--- src/rtl/mem_arbiter_ctrl_pkg.sv ---
// Shared encodings for the cache/main-memory arbiter.
// Memory command/status codes, data types and arbiter states.
package mem_arbiter_ctrl_pkg;

    localparam logic [1:0] MEM_NOP     = 2'd0;
    localparam logic [1:0] MEM_READ    = 2'd1;
    localparam logic [1:0] MEM_WRITE   = 2'd2;

    localparam logic [1:0] MEM_RESTING = 2'd0;
    localparam logic [1:0] MEM_DONE    = 2'd1;

    localparam logic [2:0] ONE_BYTE    = 3'd1;
    localparam logic [2:0] TWO_BYTE    = 3'd2;
    localparam logic [2:0] FOUR_BYTE   = 3'd4;

    typedef enum logic [1:0] {
        ARB_IDLE,
        ARB_ISSUE,
        ARB_WAIT,
        ARB_DONE
    } arb_state_t;

    // Zero-length requests still move one beat; long ones clamp to a line.
    function automatic int eff_beats(input int n, input int max_n);
        if (n == 0) return 1;
        if (n > max_n) return max_n;
        return n;
    endfunction

endpackage

--- src/rtl/mem_arbiter_ctrl_if.sv ---
// Main-memory port bundle driven by the arbiter.
// master = arbiter side, slave = memory side.
interface mem_arbiter_ctrl_if #(
    parameter int ADDR_WIDTH = 17,
    parameter int LEN        = 32,
    parameter int LEN_W      = 4
);
    logic [1:0]            mem_i_signal;
    logic [1:0]            mem_d_signal;
    logic [ADDR_WIDTH-1:0] mem_addr;
    logic [LEN-1:0]        mem_wdata;
    logic [2:0]            mem_data_type;
    logic [LEN_W-1:0]      mem_length;
    logic [LEN-1:0]        mem_rdata;
    logic [1:0]            mem_status;

    modport master (
        output mem_i_signal, mem_d_signal, mem_addr,
        output mem_wdata, mem_data_type, mem_length,
        input  mem_rdata, mem_status
    );

    modport slave (
        input  mem_i_signal, mem_d_signal, mem_addr,
        input  mem_wdata, mem_data_type, mem_length,
        output mem_rdata, mem_status
    );
endinterface

--- src/rtl/mem_arbiter_ctrl_pick.sv ---
// Grant decision and starve-counter update for the arbiter.
// Purely combinational so the policy can be exercised on its own.
module mem_arb_pick #(
    parameter int STARVE_LIMIT = 4,
    parameter int SW           = 3
) (
    input  logic          i_req,
    input  logic          d_req,
    input  logic [SW-1:0] starve_cnt,
    output logic          grant_i,
    output logic          grant_d,
    output logic [SW-1:0] starve_nxt
);
    logic at_limit;

    assign at_limit = (starve_cnt == SW'(STARVE_LIMIT));

    always_comb begin
        grant_i    = i_req && (!d_req || at_limit);
        grant_d    = d_req && !grant_i;
        starve_nxt = starve_cnt;
        if (grant_i)
            starve_nxt = '0;
        else if (grant_d && i_req && !at_limit)
            starve_nxt = starve_cnt + SW'(1);
    end
endmodule

--- src/rtl/mem_arbiter_ctrl.sv ---
// Arbitrates i/d-cache line requests onto main memory,
// one 4-byte beat every two cycles.
module mem_arbiter_ctrl #(
    parameter int ADDR_WIDTH   = 17,
    parameter int LEN          = 32,
    parameter int LINE_WORDS   = 8,
    parameter int LEN_W        = 4,
    parameter int STARVE_LIMIT = 4
) (
    input  logic                       clk,
    input  logic                       rst,
    input  logic                       i_req,
    input  logic [ADDR_WIDTH-1:0]      i_addr,
    input  logic [LEN_W-1:0]           i_len,
    output logic [LINE_WORDS*LEN-1:0]  i_rdata,
    output logic                       i_done,
    input  logic                       d_req,
    input  logic                       d_we,
    input  logic [ADDR_WIDTH-1:0]      d_addr,
    input  logic [LEN_W-1:0]           d_len,
    input  logic [2:0]                 d_data_type,
    input  logic [LINE_WORDS*LEN-1:0]  d_wdata,
    output logic [LINE_WORDS*LEN-1:0]  d_rdata,
    output logic                       d_done,
    mem_arbiter_ctrl_if.master         mem
);
    import mem_arbiter_ctrl_pkg::*;

    localparam int IW = $clog2(LINE_WORDS);
    localparam int SW = $clog2(STARVE_LIMIT + 1);

    arb_state_t                state;
    logic                      own_i;
    logic                      wr;
    logic [ADDR_WIDTH-1:0]     base;
    logic [LEN_W-1:0]          len;
    logic [LEN_W-1:0]          beat;
    logic [LINE_WORDS*LEN-1:0] wbuf;
    logic [1:0]                i_cmd;
    logic [1:0]                d_cmd;
    logic [SW-1:0]             starve;

    logic                      grant_i;
    logic                      grant_d;
    logic [SW-1:0]             starve_nxt;
    logic [LEN_W-1:0]          g_len;
    logic [2:0]                g_dt;
    logic [LEN_W-1:0]          beat_nx;
    logic [IW-1:0]             slot;
    logic [IW-1:0]             nslot;
    logic [ADDR_WIDTH-1:0]     nxt_addr;

    mem_arb_pick #(
        .STARVE_LIMIT (STARVE_LIMIT),
        .SW           (SW)
    ) u_pick (
        .i_req      (i_req),
        .d_req      (d_req),
        .starve_cnt (starve),
        .grant_i    (grant_i),
        .grant_d    (grant_d),
        .starve_nxt (starve_nxt)
    );

    assign g_len    = LEN_W'(eff_beats(int'(grant_i ? i_len : d_len),
                                       LINE_WORDS));
    // Only single-beat writes honour the requested width.
    assign g_dt     = (grant_d && d_we && g_len == LEN_W'(1))
                    ? d_data_type : FOUR_BYTE;
    assign beat_nx  = beat + LEN_W'(1);
    assign slot     = beat[IW-1:0];
    assign nslot    = beat_nx[IW-1:0];
    assign nxt_addr = base + ADDR_WIDTH'({beat_nx, 2'b00});

    always_ff @(posedge clk) begin
        if (rst) begin
            state             <= ARB_IDLE;
            own_i             <= 1'b0;
            wr                <= 1'b0;
            base              <= '0;
            len               <= '0;
            beat              <= '0;
            wbuf              <= '0;
            i_cmd             <= MEM_NOP;
            d_cmd             <= MEM_NOP;
            starve            <= '0;
            i_rdata           <= '0;
            d_rdata           <= '0;
            i_done            <= 1'b0;
            d_done            <= 1'b0;
            mem.mem_i_signal  <= MEM_NOP;
            mem.mem_d_signal  <= MEM_NOP;
            mem.mem_addr      <= '0;
            mem.mem_wdata     <= '0;
            mem.mem_data_type <= '0;
            mem.mem_length    <= '0;
        end else begin
            i_done <= 1'b0;
            d_done <= 1'b0;
            unique case (state)
                ARB_IDLE: begin
                    if (grant_i || grant_d) begin
                        own_i             <= grant_i;
                        wr                <= grant_d && d_we;
                        base              <= grant_i ? i_addr : d_addr;
                        len               <= g_len;
                        beat              <= '0;
                        wbuf              <= d_wdata;
                        starve            <= starve_nxt;
                        i_cmd             <= grant_i ? MEM_READ : MEM_NOP;
                        d_cmd             <= !grant_d ? MEM_NOP
                                           : (d_we ? MEM_WRITE : MEM_READ);
                        mem.mem_i_signal  <= grant_i ? MEM_READ : MEM_NOP;
                        mem.mem_d_signal  <= !grant_d ? MEM_NOP
                                           : (d_we ? MEM_WRITE : MEM_READ);
                        mem.mem_addr      <= grant_i ? i_addr : d_addr;
                        mem.mem_wdata     <= d_wdata[LEN-1:0];
                        mem.mem_data_type <= g_dt;
                        mem.mem_length    <= g_len;
                        state             <= ARB_ISSUE;
                    end
                end
                ARB_ISSUE: begin
                    mem.mem_i_signal <= MEM_NOP;
                    mem.mem_d_signal <= MEM_NOP;
                    state            <= ARB_WAIT;
                end
                ARB_WAIT: begin
                    if (mem.mem_status != MEM_RESTING) begin
                        if (!wr && own_i)
                            i_rdata[LEN*slot +: LEN] <= mem.mem_rdata;
                        if (!wr && !own_i)
                            d_rdata[LEN*slot +: LEN] <= mem.mem_rdata;
                        beat <= beat_nx;
                        if (beat_nx < len) begin
                            mem.mem_i_signal <= i_cmd;
                            mem.mem_d_signal <= d_cmd;
                            mem.mem_addr     <= nxt_addr;
                            mem.mem_wdata    <= wbuf[LEN*nslot +: LEN];
                            state            <= ARB_ISSUE;
                        end else begin
                            i_done <= own_i;
                            d_done <= !own_i;
                            state  <= ARB_DONE;
                        end
                    end
                end
                ARB_DONE: begin
                    state <= ARB_IDLE;
                end
            endcase
        end
    end
endmodule

--- src/flat_wrapper.sv ---
// flat-port wrapper written by rule: the top's interface ports become plain ports
module mem_arbiter_ctrl_flat import mem_arbiter_ctrl_pkg::*;
#(
    parameter int ADDR_WIDTH   = 17,
    parameter int LEN          = 32,
    parameter int LINE_WORDS   = 8,
    parameter int LEN_W        = 4,
    parameter int STARVE_LIMIT = 4
)
  (clk, rst, i_req, i_addr, i_len, i_rdata, i_done, d_req, d_we, d_addr, d_len, d_data_type, d_wdata, d_rdata, d_done, mem_mem_i_signal, mem_mem_d_signal, mem_mem_addr, mem_mem_wdata, mem_mem_data_type, mem_mem_length, mem_mem_rdata, mem_mem_status);
  mem_arbiter_ctrl_if #(.ADDR_WIDTH(ADDR_WIDTH), .LEN(LEN), .LEN_W(LEN_W)) mem_i ();
  input  logic clk;
  input  logic rst;
  input  logic i_req;
  input  logic [ADDR_WIDTH-1:0] i_addr;
  input  logic [LEN_W-1:0] i_len;
  output logic [LINE_WORDS*LEN-1:0] i_rdata;
  output logic i_done;
  input  logic d_req;
  input  logic d_we;
  input  logic [ADDR_WIDTH-1:0] d_addr;
  input  logic [LEN_W-1:0] d_len;
  input  logic [2:0] d_data_type;
  input  logic [LINE_WORDS*LEN-1:0] d_wdata;
  output logic [LINE_WORDS*LEN-1:0] d_rdata;
  output logic d_done;
  output wire logic [$bits(mem_i.mem_i_signal)-1:0] mem_mem_i_signal;
  output wire logic [$bits(mem_i.mem_d_signal)-1:0] mem_mem_d_signal;
  output wire logic [$bits(mem_i.mem_addr)-1:0] mem_mem_addr;
  output wire logic [$bits(mem_i.mem_wdata)-1:0] mem_mem_wdata;
  output wire logic [$bits(mem_i.mem_data_type)-1:0] mem_mem_data_type;
  output wire logic [$bits(mem_i.mem_length)-1:0] mem_mem_length;
  input wire logic [$bits(mem_i.mem_rdata)-1:0] mem_mem_rdata;
  input wire logic [$bits(mem_i.mem_status)-1:0] mem_mem_status;
  assign mem_mem_i_signal = mem_i.mem_i_signal;
  assign mem_mem_d_signal = mem_i.mem_d_signal;
  assign mem_mem_addr = mem_i.mem_addr;
  assign mem_mem_wdata = mem_i.mem_wdata;
  assign mem_mem_data_type = mem_i.mem_data_type;
  assign mem_mem_length = mem_i.mem_length;
  assign mem_i.mem_rdata = mem_mem_rdata;
  assign mem_i.mem_status = mem_mem_status;
  mem_arbiter_ctrl #(.ADDR_WIDTH(ADDR_WIDTH), .LEN(LEN), .LINE_WORDS(LINE_WORDS), .LEN_W(LEN_W), .STARVE_LIMIT(STARVE_LIMIT)) u_core (.clk(clk), .rst(rst), .i_req(i_req), .i_addr(i_addr), .i_len(i_len), .i_rdata(i_rdata), .i_done(i_done), .d_req(d_req), .d_we(d_we), .d_addr(d_addr), .d_len(d_len), .d_data_type(d_data_type), .d_wdata(d_wdata), .d_rdata(d_rdata), .d_done(d_done), .mem(mem_i));
endmodule
--- config.mk ---
export PLATFORM = sky130hd
export DESIGN_NAME = mem_arbiter_ctrl_flat
export DESIGN_NICKNAME = d
export VERILOG_FILES = /design/src/rtl/mem_arbiter_ctrl_pkg.sv /design/src/rtl/mem_arbiter_ctrl_if.sv /design/src/rtl/mem_arbiter_ctrl_pick.sv /design/src/rtl/mem_arbiter_ctrl.sv /design/src/flat_wrapper.sv
export SDC_FILE = /design/constraint.sdc
export NUM_CORES = 2
export LEC_CHECK = 0
export ABC_CLOCK_PERIOD_IN_PS = 8200
export BUFFER_PORTS_ARGS = -buffer_cell sky130_fd_sc_hd__buf_4
export CAP_MARGIN = 40
export CORE_AREA = 4 4 354 356
export CTS_CLUSTER_DIAMETER = 30
export DETAILED_ROUTE_END_ITERATION = 16
export DIE_AREA = 0 0 358 360
export SYNTH_ARGS = -nofsm -noshare
export SYNTH_HDL_FRONTEND = slang
export SYNTH_SLANG_ARGS = --single-unit
--- constraint.sdc ---
create_clock -name clk -period 8.2 [get_ports clk]
set_clock_uncertainty 0.2 [all_clocks]
set_input_delay 0 -clock clk [delete_from_list [all_inputs] [get_ports clk]]
set_output_delay 0 -clock clk [all_outputs]
set_load 0.02 [all_outputs]
==> reports/qor.yml <==
final_layout:
  multi_input_area_um2: 14400
  register_area_um2: 17200
  drive_above_1_share_pct: 24.6
  fin_cells: 7475
  fin_area_um2: 56700
  layout.nets: 6007
  fill_cells: 10900
  syn_to_final_growth_pct: 72.2
cts:
  cts_tree: "yes"
  cts_buffer_depth: 3
  path_clk_slew_ps: 50
  numCtsBuffers: 194
  cts-root-buf: "clkbuf_16"
  htreeDepth: 4
  post_cts_resized: 0
  clkLatencyLatePin_ps: 800
  clkSinkCount: 858
detailed_routing:
  routedWlPerCell_um: 23.9
  drc_errors: 0
  firstDrtPassIters: 8
  via_count: 37800
  drt-total-wl_mm: 179
  vias_per_cell: 5.05
  drt_iter0_drc: 3804
  ant_nets: 0
yosys:
  synthArstFlopShare_pct: 0
  ys_seq_area_share_pct: 52.2
  synth_edf_count: 0
  syn_area_um2: 32900
  ys_dominant_reg_cell: "dfxtp_1"
  ys_types: 65
  synthCells: 4007
  synth_top_area_cell: "dfxtp_1"
  yosys-top-cells-area: "dfxtp_1 52%, nand2_1 16%, a21oi_1 11%, mux4_2 4.4%, clkbuf_1 2.8%"
  syn-num-nets: 4363
  yosysTopAreaCellShare_pct: 52.2
  yosysWarnings: 0
  avgSynthCellArea_um2: 8.22
  ys_ff_latch: 858
global_routing:
  overflow: 0
  grtUsageMet2_pct: 43.6
  antenna_found_initial: 35
  grt_pass1_vias: 37800
  grt_start_max_net_pins: 226
  grt_usage_pct: 26.4
  busiest_layer: "met2"
  grt_pass1_wl_mm: 253
  met3_usage_pct: 7.95
  groute.layer.met1.usage_pct: 28.7
pwr:
  cellLeakagePower_nw: 23.4
  intPower_mw: 10.8
  clkPwrFrac_pct: 55.7
  pwr-share-seq_pct: 31.2
  net-switching-power_mw: 4.01
  pwr_density_cell_nw_per_um2: 261
  switching_share_pct: 27.1
  vdd_drop_max_v: 0.000213
  p_comb_share_pct: 13.1
critical_path:
  critPathCaptureType: "flop"
  path_class: "reg2reg"
  required_ps: 8710
  worstPathMaxFanout: 41
  crit_arrival_ps: 4810
  start_kind: "flop"
run:
  drv_cap: 0
worst_hold_path:
  hp-class: "in2reg"
floorplanning:
  die_h_um: 360
  core-area_um2: 122000
  ioPinCount: 914
  placementRows: 128
  die_area_um2: 129000
  start_util_pct: 27.1
  die_x_um: 358
sta:
  hold-worst-slack_ps: 75.5
  max_clock_freq_mhz: 233
  setup_viol: 0
  post-route-period-util_pct: 52.4
  worstMarginPinSlew_ps: 1200
  rsz0062_at_grt: "false"
  slew_headroom_pct: 19.7
  drv_slew: 0
  finalSetupTns_ps: 0
  fin_crit_ps: 4300
  hold_viol_final: 0
status:
  status: "finished, final reports clean"
placement:
  port-buffer-count: 912
  place_inst: 6260
  hpwl_mm: 110
  gp_congestion: 0.880
  place_area_um2: 41200
[Yosys cell counts, types with 5 or more instances]
library cell  number
buf_1             11
nor3_1            11
nand4_1            9
a22o_1             8
a211oi_1          24
mux2i_1           83
buf_2             80
o21a_1             5
o21ai_0           46
o2bb2ai_1         35
nor2_1           115
dfxtp_1          858
a21o_1             6
nand2_1         1418
inv_1             20
nor3_4             7
a21oi_1          727
clkbuf_1         244
and3_1            13
nor3b_1            5
ha_1              15
nand3_1          128
mux4_2            64
[worst max-delay path, stage by stage (launching register included)]
cell      delay [ps]
dfxtp_4          440
buf_4            380
inv_1            240
ha_4             770
ha_1             210
a21boi_0         190
o22a_1           310
a21oi_2          160
nor2_4           550
buf_4            500
a22o_1           210
[through the flow]
step	power [mW]	setup WS, ps	utilization [%]
floorplan	5.44	4990	-
global placement	6.08	3460	33.6
detailed placement	6.10	4000	33.8
CTS	14.7	4000	46.3
global route	15.2	3770	46.5
finish	14.8	3900	46.6
[registers in the layout (all words and copies together) (netlist names)]
signal,cells
u_core.d_rdata,256
u_core.i_rdata,256
u_core.mem.mem_i_signal,1
u_core.mem.mem_addr,17
u_core.wr,1
u_core.mem.mem_d_signal,2
u_core.beat,4
u_core.mem.mem_data_type,3
u_core.state,2
u_core.i_done,1
u_core.base,17
u_core.own_i,1
u_core.wbuf,256
u_core.mem.mem_wdata,32
u_core.d_done,1
u_core.starve,3
u_core.mem.mem_length,4
u_core.d_cmd,1
[timing repair]
action	CTS	global route
hold buffers	808	0
endpoints found under the hold margin	858	0
buffers inserted	0	0
[worst paths after layout]
kind / from / to / slack (ps) / cells past startpoint
hold reg to reg: u_core.d_rdata[105] / u_core.d_rdata[105] / 250 / 2
setup reg to reg: u_core.beat[0] / u_core.mem.mem_addr[0] / 3900 / 10
hold / removal: mem_mem_rdata[3] / u_core.d_rdata[163] / 80 / 4
setup / recovery: u_core.beat[0] / u_core.mem.mem_addr[0] / 3900 / 10
[layer usage]
layer | vias to the layer above | part of all wire [%]
li1 | 16800 | -
met5 | - | 0.13
met2 | 2294 | 46
met1 | 17900 | 36
met4 | 18 | 8.1
met3 | 765 | 9.6
[area by class of cell]
| type | instances | share of cell area (%) |
|---|---|---|
| sequential | 858 | 30.3 |
| timing repair buffer | 1787 | 28.0 |
| multi-input combinational | 2789 | 25.4 |
| clock buffer | 233 | 9.23 |
| tap | 1625 | 3.59 |
| clock inverter | 128 | 3.24 |
| antenna | 34 | 0.150 |
| inverter | 21 | 0.139 |
[cells in the final DEF (no fill, tap or decap), types with 8 or more instances in the layout]
cell type	instances
o2bb2ai_1	35
clkbuf_8	21
nand3_1	122
mux2i_1	83
bufinv_16	30
buf_12	10
clkbuf_1	17
clkinv_2	37
buf_16	12
inv_1	20
buf_8	8
clkinvlp_4	26
buf_4	952
diode_2	34
clkinv_16	10
nand4_1	9
clkinv_4	14
o21ai_0	46
and3_1	13
dfxtp_1	857
mux4_2	64
nor2_1	113
a22o_1	8
clkbuf_16	195
ha_1	13
a211oi_1	24
nor3_1	10
a21oi_1	727
dlygate4sd3_1	803
nand2_1	1418
[power groups by stage]
stage | clock [mW] | sequential [mW] | combinational [mW]
after floorplan | 0 | 4.67 | 0.763
after global placement | 0 | 4.67 | 1.41
after detailed placement | 0 | 4.67 | 1.44
after CTS | 8.29 | 4.59 | 1.83
after global routing | 8.54 | 4.62 | 2.06
final | 8.23 | 4.61 | 1.94
[cells by family (layout without fill, tap and decap cells)]
| logic type | count (synthesis) | in the layout | synth area share (%) |
|---|---|---|---|
| mux | 148 | 148 | 6.94 |
| buf+inv | 360 | 2169 | 4.45 |
| other cells | 1 | 35 | 0.0114 |
| fa+ha+maj | 16 | 16 | 0.631 |
| flops | 858 | 858 | 52.2 |
| xor+xnor | 6 | 6 | 0.160 |
| simple gates | 1736 | 1736 | 21.2 |
| compound gates | 882 | 882 | 14.5 |
Power figures use the tool's default switching activity.
